--- src/rtl/idq_pkg.sv ---
// Shared constants for the instruction dispatch queue: RS class encodings and
// the position of the major opcode inside a packed instruction word.
package idq_pkg;

  localparam int NUM_RS    = 4;
  localparam int MAJOR_LSB = 72;
  localparam int MAJOR_W   = 4;

  localparam logic [NUM_RS-1:0] CLS_INT   = 4'b0001;
  localparam logic [NUM_RS-1:0] CLS_FPADD = 4'b0010;
  localparam logic [NUM_RS-1:0] CLS_FPMUL = 4'b0100;
  localparam logic [NUM_RS-1:0] CLS_LDST  = 4'b1000;

endpackage

--- src/rtl/idq_classify.sv ---
// Maps a 4-bit major opcode to its one-hot reservation-station class.
// Purely combinational so the RS allocation logic can reuse it directly.
module idq_classify
  import idq_pkg::*;
(
  input  logic [MAJOR_W-1:0] opcode,
  output logic [NUM_RS-1:0]  rs_class
);

  always_comb begin
    rs_class = CLS_INT;
    unique case (opcode[3:1])
      3'b010:  rs_class = CLS_FPADD;
      3'b011:  rs_class = CLS_FPMUL;
      3'b100,
      3'b101:  rs_class = CLS_LDST;
      default: rs_class = CLS_INT;
    endcase
  end

endmodule

--- src/rtl/instr_dispatch_queue.sv ---
// In-order instruction queue between decode and the RS/ROB. The head entry is
// classified by major opcode and dispatched only when its RS class and the ROB can take it.
module instr_dispatch_queue
  import idq_pkg::*;
#(
  parameter int DEPTH   = 8,
  parameter int INSTR_W = 76,
  parameter int CNT_W   = 16
) (
  input  logic                       clk,
  input  logic                       rst_n,
  input  logic                       in_valid,
  input  logic [INSTR_W-1:0]         in_instr,
  output logic                       in_ready,
  input  logic                       stall_in,
  input  logic                       flush,
  input  logic [NUM_RS-1:0]          rs_avail,
  input  logic                       rob_avail,
  output logic                       disp_valid,
  output logic [INSTR_W-1:0]         disp_instr,
  output logic [NUM_RS-1:0]          disp_rs,
  output logic [$clog2(DEPTH):0]     count,
  output logic                       empty,
  output logic                       full,
  output logic [CNT_W-1:0]           stall_cycles
);

  localparam int PTR_W = $clog2(DEPTH);
  localparam int OCC_W = PTR_W + 1;
  localparam logic [OCC_W-1:0] FULL_OCC = OCC_W'(DEPTH);

  logic [INSTR_W-1:0] mem [DEPTH];
  logic [PTR_W-1:0]   head;
  logic [PTR_W-1:0]   tail;
  logic [NUM_RS-1:0]  head_class;
  logic               enq;
  logic               deq;
  logic               head_blocked;

  idq_classify u_classify (
    .opcode   (mem[head][MAJOR_LSB +: MAJOR_W]),
    .rs_class (head_class)
  );

  assign empty    = (count == '0);
  assign full     = (count == FULL_OCC);
  assign in_ready = !full;

  // Head-of-line gating: only the head is ever considered, so younger entries wait behind it.
  assign disp_instr = mem[head];
  assign disp_rs    = empty ? '0 : head_class;
  assign disp_valid = !empty && !stall_in && !flush && rob_avail && |(rs_avail & head_class);

  assign enq          = in_valid && !full && !flush;
  assign deq          = disp_valid;
  assign head_blocked = !empty && !flush && !disp_valid;

  // Storage carries data only and is never reset.
  always_ff @(posedge clk) begin
    if (enq) mem[tail] <= in_instr;
  end

  always_ff @(posedge clk or negedge rst_n) begin
    if (!rst_n) begin
      head  <= '0;
      tail  <= '0;
      count <= '0;
    end else if (flush) begin
      head  <= '0;
      tail  <= '0;
      count <= '0;
    end else begin
      if (enq) tail <= tail + PTR_W'(1);
      if (deq) head <= head + PTR_W'(1);
      unique case ({enq, deq})
        2'b10:   count <= count + OCC_W'(1);
        2'b01:   count <= count - OCC_W'(1);
        default: count <= count;
      endcase
    end
  end

  // Survives flush on purpose: it measures lost dispatch bandwidth across the whole run.
  always_ff @(posedge clk or negedge rst_n) begin
    if (!rst_n) begin
      stall_cycles <= '0;
    end else if (head_blocked && (stall_cycles != '1)) begin
      stall_cycles <= stall_cycles + CNT_W'(1);
    end
  end

endmodule

--- config.mk ---
export PLATFORM = sky130hd
export DESIGN_NAME = instr_dispatch_queue
export DESIGN_NICKNAME = d
export VERILOG_FILES = /design/src/rtl/idq_pkg.sv /design/src/rtl/idq_classify.sv /design/src/rtl/instr_dispatch_queue.sv
export SDC_FILE = /design/constraint.sdc
export NUM_CORES = 1
export LEC_CHECK = 0
export ABC_AREA = 1
export CAP_MARGIN = 5
export CORE_MARGIN = 3
export CORE_UTILIZATION = 30
export CTS_BUF_LIST = sky130_fd_sc_hd__clkbuf_4 sky130_fd_sc_hd__clkbuf_8
export DETAILED_ROUTE_END_ITERATION = 16
export SLEW_MARGIN = 20
export SYNTH_ARGS = -nofsm -noshare
export SYNTH_HDL_FRONTEND = slang
export SYNTH_SLANG_ARGS = --single-unit
--- constraint.sdc ---
create_clock -name clk -period 5.9 [get_ports clk]
set_clock_uncertainty 0.15 [all_clocks]
set_input_delay 1.475 -clock clk [delete_from_list [all_inputs] [get_ports clk]]
set_output_delay 1.475 -clock clk [all_outputs]
set_load 0.05 [all_outputs]
* Yosys cells after proc, flatten, opt, wreduce, memory -nomap -nowiden *
Memories as Yosys holds them, arrays and structs flattened.
Cells that the tools add are included.

word-level totals
  register bits = 26
  bits in latches = 0
  bits in writable memories = 608
  bits in read-only memories = 0
  input port bits = 86
  word-level logic and storage cells = 49
  memories kept = 1

cells by class
  add/subtract/negate cells = 5
  multiply operators = 0
  divide/modulo/power cells = 0
  magnitude comparators = 0
  equal/unequal tests = 8
  shift operators = 0
  muxes and demuxes = 10
  bitwise gates (word level) = 1
  reductions and logical operators = 20

memories
  memory  depth  width  read ports  clocked after Yosys merged registers in  write ports  line                        source
  mem     8      76     1           0                                        1            instr_dispatch_queue.sv:32  logic [INSTR_W-1:0] mem [DEPTH];

operator list
  operator               number
  $add 16x1->16 const B  1
  $ne 16x16->1 const B   1
  $mux 3                 4
  $pmux 4 s3             1
  $logic_and 1x1->1      9
  $mux 4                 2
  $pmux 4 s2             1
  $add 3x1->3 const B    2
  $eq 3x2->1 const B     2
  $eq 3x3->1 const B     2
  $logic_not 1->1        5
  $add 4x1->4 const B    1
  $and 4x4->4            1
  $eq 4x4->1 const B     1
  $logic_not 4->1        1
  $reduce_bool 2->1      2
  $reduce_or 4->1        1
  $sub 4x1->4 const B    1
  $reduce_bool 3->1      1
  $eq 2x1->1 const B     1
  $eq 2x2->1 const B     1
  $mux 1                 2
  $reduce_or 2->1        1

* Logic depth before layout (Yosys ltp) *
Gate-level depths: netlist of run 1.
An unclocked memory read counts as a cell.

  depth in word-level cells = 10
  depth in mapped cells = 22
  depth with buffers taken out = 21

* By module *
A second synthesis of run 1 with hierarchy kept.

unflattened totals
  cells, all modules = 1940
  area, all modules = 24943.9 um^2

by module, submodules not included
  module                times used  cells an instance  area each (um^2)  seq. area each (um^2)
  instr_dispatch_queue  1           1933               24912.6           18908.1
  idq_classify          1           7                  31.3              0.0

* Worst setup path after synthesis of run 1 *
No wires, ideal clock.

  path kind = input port to flip-flop
  start = input port in_valid
  end = memory mem[0][0] (enable)
  library setup time = 0.511 ns
  arrival = 5.054 ns
  required time = 5.239 ns
  setup slack = 0.185 ns
  cell stages on the path = 4
  buffers on the path = 0
  cell sequence = nand2_1 -> nor2_1 -> nand2_1 -> nor2_1

between the ends
  word-level cells in the longest chain between the ends = 4

RTL lines
  what                            line                        source
  from (decl)                     instr_dispatch_queue.sv:12  input logic in_valid,
  $logic_and 1x1->1 (2 in a row)  instr_dispatch_queue.sv:54  assign enq = in_valid && !full && !flush;
  $mux 1                          instr_dispatch_queue.sv:60  if (enq) mem[tail] <= in_instr;
  $mux 1 (not written as such)    instr_dispatch_queue.sv:60
  to (decl)                       instr_dispatch_queue.sv:32

No other way between the ends.

* Final worst setup path of run 1 *
  start = register head[0]
  end = output port disp_instr[16]

between the ends
  word-level cells in the longest chain between the ends = 1

RTL lines
  what                    line                        source
  from (decl)             instr_dispatch_queue.sv:33  logic [PTR_W-1:0] head;
  from (signal assigned)  instr_dispatch_queue.sv:74  if (deq) head <= head + PTR_W'(1);
  $mem_v2 8x76            n/a
  to (decl)               instr_dispatch_queue.sv:20  output logic [INSTR_W-1:0] disp_instr,

No other way between the ends.

==> results of run 1 <==
-- final cells by class --
class / count / area (um^2) / area share, %
multi-input cells: 1169 / 5470 / 18.1
clock inverters: 50 / 290 / 0.960
flip-flops and latches: 634 / 18900 / 62.5
repair buffers: 225 / 2280 / 7.55
diodes: 2 / 5.00 / 0.0165
inverters: 62 / 248 / 0.819
well taps: 1070 / 1340 / 4.43
clock buffers: 138 / 1700 / 5.62
-- cells by family (layout without fill, tap and decap cells) --
| logic type | Yosys count | count (layout) | share of synthesized area, % |
|---|---|---|---|
| DFF | 634 | 634 | 75.4 |
| other | 0 | 2 | 0 |
| xor gates and xnor gates | 14 | 14 | 0.489 |
| and+or+nand+nor | 685 | 685 | 10.7 |
| adders and majority gates | 6 | 6 | 0.329 |
| AOI/OAI and AO/OA | 464 | 464 | 10.0 |
| buffers and inverters | 182 | 475 | 3.05 |
-- critical path, delay by kind of cell, from the launching register on --
kind | cells | cell delay (ns)
DFF | 1 | 0.54
and+or+nand+nor | 1 | 0.06
AOI/OAI and AO/OA | 3 | 0.56
buffers and inverters | 3 | 1.74
-- cells in the final DEF (no fill, tap or decap), drive strengths merged --
cell / synthesis / final
bufinv: 0 / 1
nor2: 537 / 537
diode: 0 / 2
a21oi: 4 / 4
clkdlybuf4s50: 0 / 188
nor4: 5 / 5
o22ai: 73 / 73
nor3: 5 / 5
clkinv: 0 / 44
dfrtp: 26 / 26
o21ai: 314 / 314
nand3: 37 / 37
nand4: 6 / 6
ha: 5 / 5
xor2: 9 / 9
xnor2: 5 / 5
edfxtp: 608 / 608
fa: 1 / 1
clkbuf: 78 / 138
buf: 42 / 37
inv: 62 / 65
nand2: 95 / 95
clkinvlp: 0 / 2
a31oi: 73 / 73
-- power breakdown --
group	internal [mW]	switching [mW]	leakage, nW
Combinational	0.285	0.640	3.30
Clock	1.93	1.70	1.06
Sequential	5.03	0.0495	5.83
Total	7.24	2.39	10.2
-- state kept, by name, summed over array words and instances (netlist names) --
| register | count |
|---|---|
| count | 4 |
| head | 3 |
| mem | 608 |
| tail | 3 |
| stall_cycles | 16 |
-- worst max-delay path by stage --
stage                                to                start  slack [ns]
floorplan           mem[0][0]$_DFFE_PP_             in_valid        0.18
global placement             disp_valid                flush        1.18
detailed placement       disp_instr[16]  head[0]$_DFFE_PN0P_        1.28
CTS                      disp_instr[16]  head[0]$_DFFE_PN0P_        0.49
global route             disp_instr[12]  head[0]$_DFFE_PN0P_        0.37
finish                   disp_instr[16]  head[0]$_DFFE_PN0P_        0.53
-- per-layer routing --
layer	global-route usage [%]	share of wire, %	up-vias
li1	-	-	7601
met1	17.8	43	8007
met2	24.7	50	361
met3	3.38	5.3	99
met4	4.48	1.9	10
met5	0	0.094	-
==> run metrics, run 1 <==
result of the run=completed; GRT Total Usage=14.3%; synthesized instance count=1985; number of fillers in the final layout=7837; Area after DPL=28300 um^2; Critical Path Source Type=flop; hold violation total from the final report=0; maximum fanout along the worst path=111; I/O pins=190; initial core utilization=30.4%; Yosys reg bits=634; post-layout min period=5.37 ns; post-synthesis sequential area ratio=75.4%; Critical Path End Type=primary output; Total Power Consumption=9.62 mW; maximum number of pins on one net before global-route repair=153; unique cell type count in the Yosys netlist=32; power per cell area=318 nW/um^2; number of enable-type register cells in the synthesized netlist=608; number of max-slew violations in the final report=0; transition at the pin with the smallest max-transition slack=1.00 ns; count of non-filler cells in the finished layout=3350; estimated wirelength of the detail-placed design=33.0 mm; standby leakage power=10.2 nW; ranking of synthesized cells by area=sky130_fd_sc_hd__edfxtp_1 (73%), sky130_fd_sc_hd__nor2_1 (8.0%), sky130_fd_sc_hd__o21ai_0 (5.9%); largest stage delay on the critical path=0.88 ns; post-CTS setup-driven buffer insertion count=0; commonest cells in the netlist=sky130_fd_sc_hd__edfxtp_1 (608), sky130_fd_sc_hd__nor2_1 (537), sky130_fd_sc_hd__o21ai_0 (297), sky130_fd_sc_hd__nand2_1 (90), sky130_fd_sc_hd__clkbuf_1 (78); total routed wirelength=62.8 mm; classification of the worst-slack hold path=flop to flop; Avg Vias per Cell=4.80; total CTS buffers=104; H-tree Lvls=3; proportion of layout cells with a drive suffix above 1=9.79%; Worst Min Path Start=stall_cycles[15]$_DFFE_PN0P_; drt wl/cell=18.7 um; Clock Tree Buf Depth=3; Critical Path AT=3.75 ns; DR iter-0 viols=1076; DRC violation count after routing=0; cells along the critical path=inv_8 > buf_12 > o21ai_0 > o22ai_1 > nor2_1 > a31oi_1 > clkdlybuf4s50_1; PortBufs=189; Inst Count DP=3160; global-route wire length before repair=95.5 mm; highest clock frequency the design can meet=186 MHz; die area=87100 um^2; Area Growth Syn to Fin=20.6%; aggregate negative setup slack=0 ns; height of the die=295 um; hold path cells=2; iteration count of the initial detailed-routing pass=7; worst supply voltage drop on vdd=0.161 mV; launch point of the worst reg-to-reg path=head[0]$_DFFE_PN0P_; Worst Slack Setup Final=0.529 ns; weighted congestion reported at the end of routability-driven placement=0.780; reg-to-reg critical path endpoint=count[3]$_DFFE_PN0P_; most numerous cell in the Yosys netlist=sky130_fd_sc_hd__edfxtp_1; number of global-route vias before repair=16100; CTS sink cnt=634; Worst Hold Path EP=stall_cycles[15]$_DFFE_PN0P_; top cell type by total area after synthesis=sky130_fd_sc_hd__edfxtp_1; number of nets at the end of the flow=2288; clock network latency to the later pin of the worst-skew pair=0.68 ns; Worst-path clk slew=0.06 ns; slowest stage cell, crit path=sky130_fd_sc_hd__clkdlybuf4s50_1; normalized max-slew margin=33.1%; FFs w/ async S/R, synth=4.10%; syn_nets=2077; worst slack on hold paths=0.380 ns; Post-DRT Antenna Nets=0; Post-Place Setup Slack=1.28 ns; routed vias=16100; max-capacitance violation count=0; cts hold-fix bufs=0; fraction of the cycle the final worst path needs=91.0%; CTS tree=built; setup slack of the worst register-to-register path=2.22 ns; fraction of post-synthesis cell area in the top cell type by area=72.8%; total grt overflow=0; core utilization of the finished layout=36.7%; number of warnings issued by yosys=0; number of gates resized after CTS=0; area of all placed cells without fillers=30200 um^2; Avg Cell Area, Syn=12.6 um^2; die span in x=295 um; Register-to-Register Path Depth=21; number of antenna violations at the first check in global routing=7; number of setup violations in the final report=0; Required @ worst endpoint=4.28 ns; CORE AREA=82500 um^2; RSZ-0062 raised after global routing=no; root cell of the clock tree=sky130_fd_sc_hd__clkbuf_8; Post-Synthesis Cell Area=25100 um^2; Core Rows=105; CP Class=flop to primary output; top flip-flop cell by instance count after synthesis=sky130_fd_sc_hd__edfxtp_1
Power figures use the tool's default switching activity.
==> run 2, diff against run 1 <==
--- a/config.mk
+++ b/config.mk
@@ -9,7 +9,8 @@
 export CAP_MARGIN = 5
 export CORE_MARGIN = 3
 export CORE_UTILIZATION = 30
-export CTS_BUF_LIST = sky130_fd_sc_hd__clkbuf_4 sky130_fd_sc_hd__clkbuf_8
+export CTS_BUF_LIST = sky130_fd_sc_hd__clkbuf_2 sky130_fd_sc_hd__clkbuf_4 sky130_fd_sc_hd__clkbuf_8
+export CTS_CLUSTER_DIAMETER = 100
 export DETAILED_ROUTE_END_ITERATION = 16
 export SLEW_MARGIN = 20
 export SYNTH_ARGS = -nofsm -noshare
==> results of run 2 <==
No change in the layout: final DEF, timing and power equal those of run 1.
==> run 3, diff against run 2 <==
--- a/config.mk
+++ b/config.mk
@@ -12,7 +12,7 @@
 export CTS_BUF_LIST = sky130_fd_sc_hd__clkbuf_2 sky130_fd_sc_hd__clkbuf_4 sky130_fd_sc_hd__clkbuf_8
 export CTS_CLUSTER_DIAMETER = 100
 export DETAILED_ROUTE_END_ITERATION = 16
-export SLEW_MARGIN = 20
+export SLEW_MARGIN = 25
 export SYNTH_ARGS = -nofsm -noshare
 export SYNTH_HDL_FRONTEND = slang
 export SYNTH_SLANG_ARGS = --single-unit
==> results of run 3 <==
No change in the layout: final DEF, timing and power equal those of run 1.
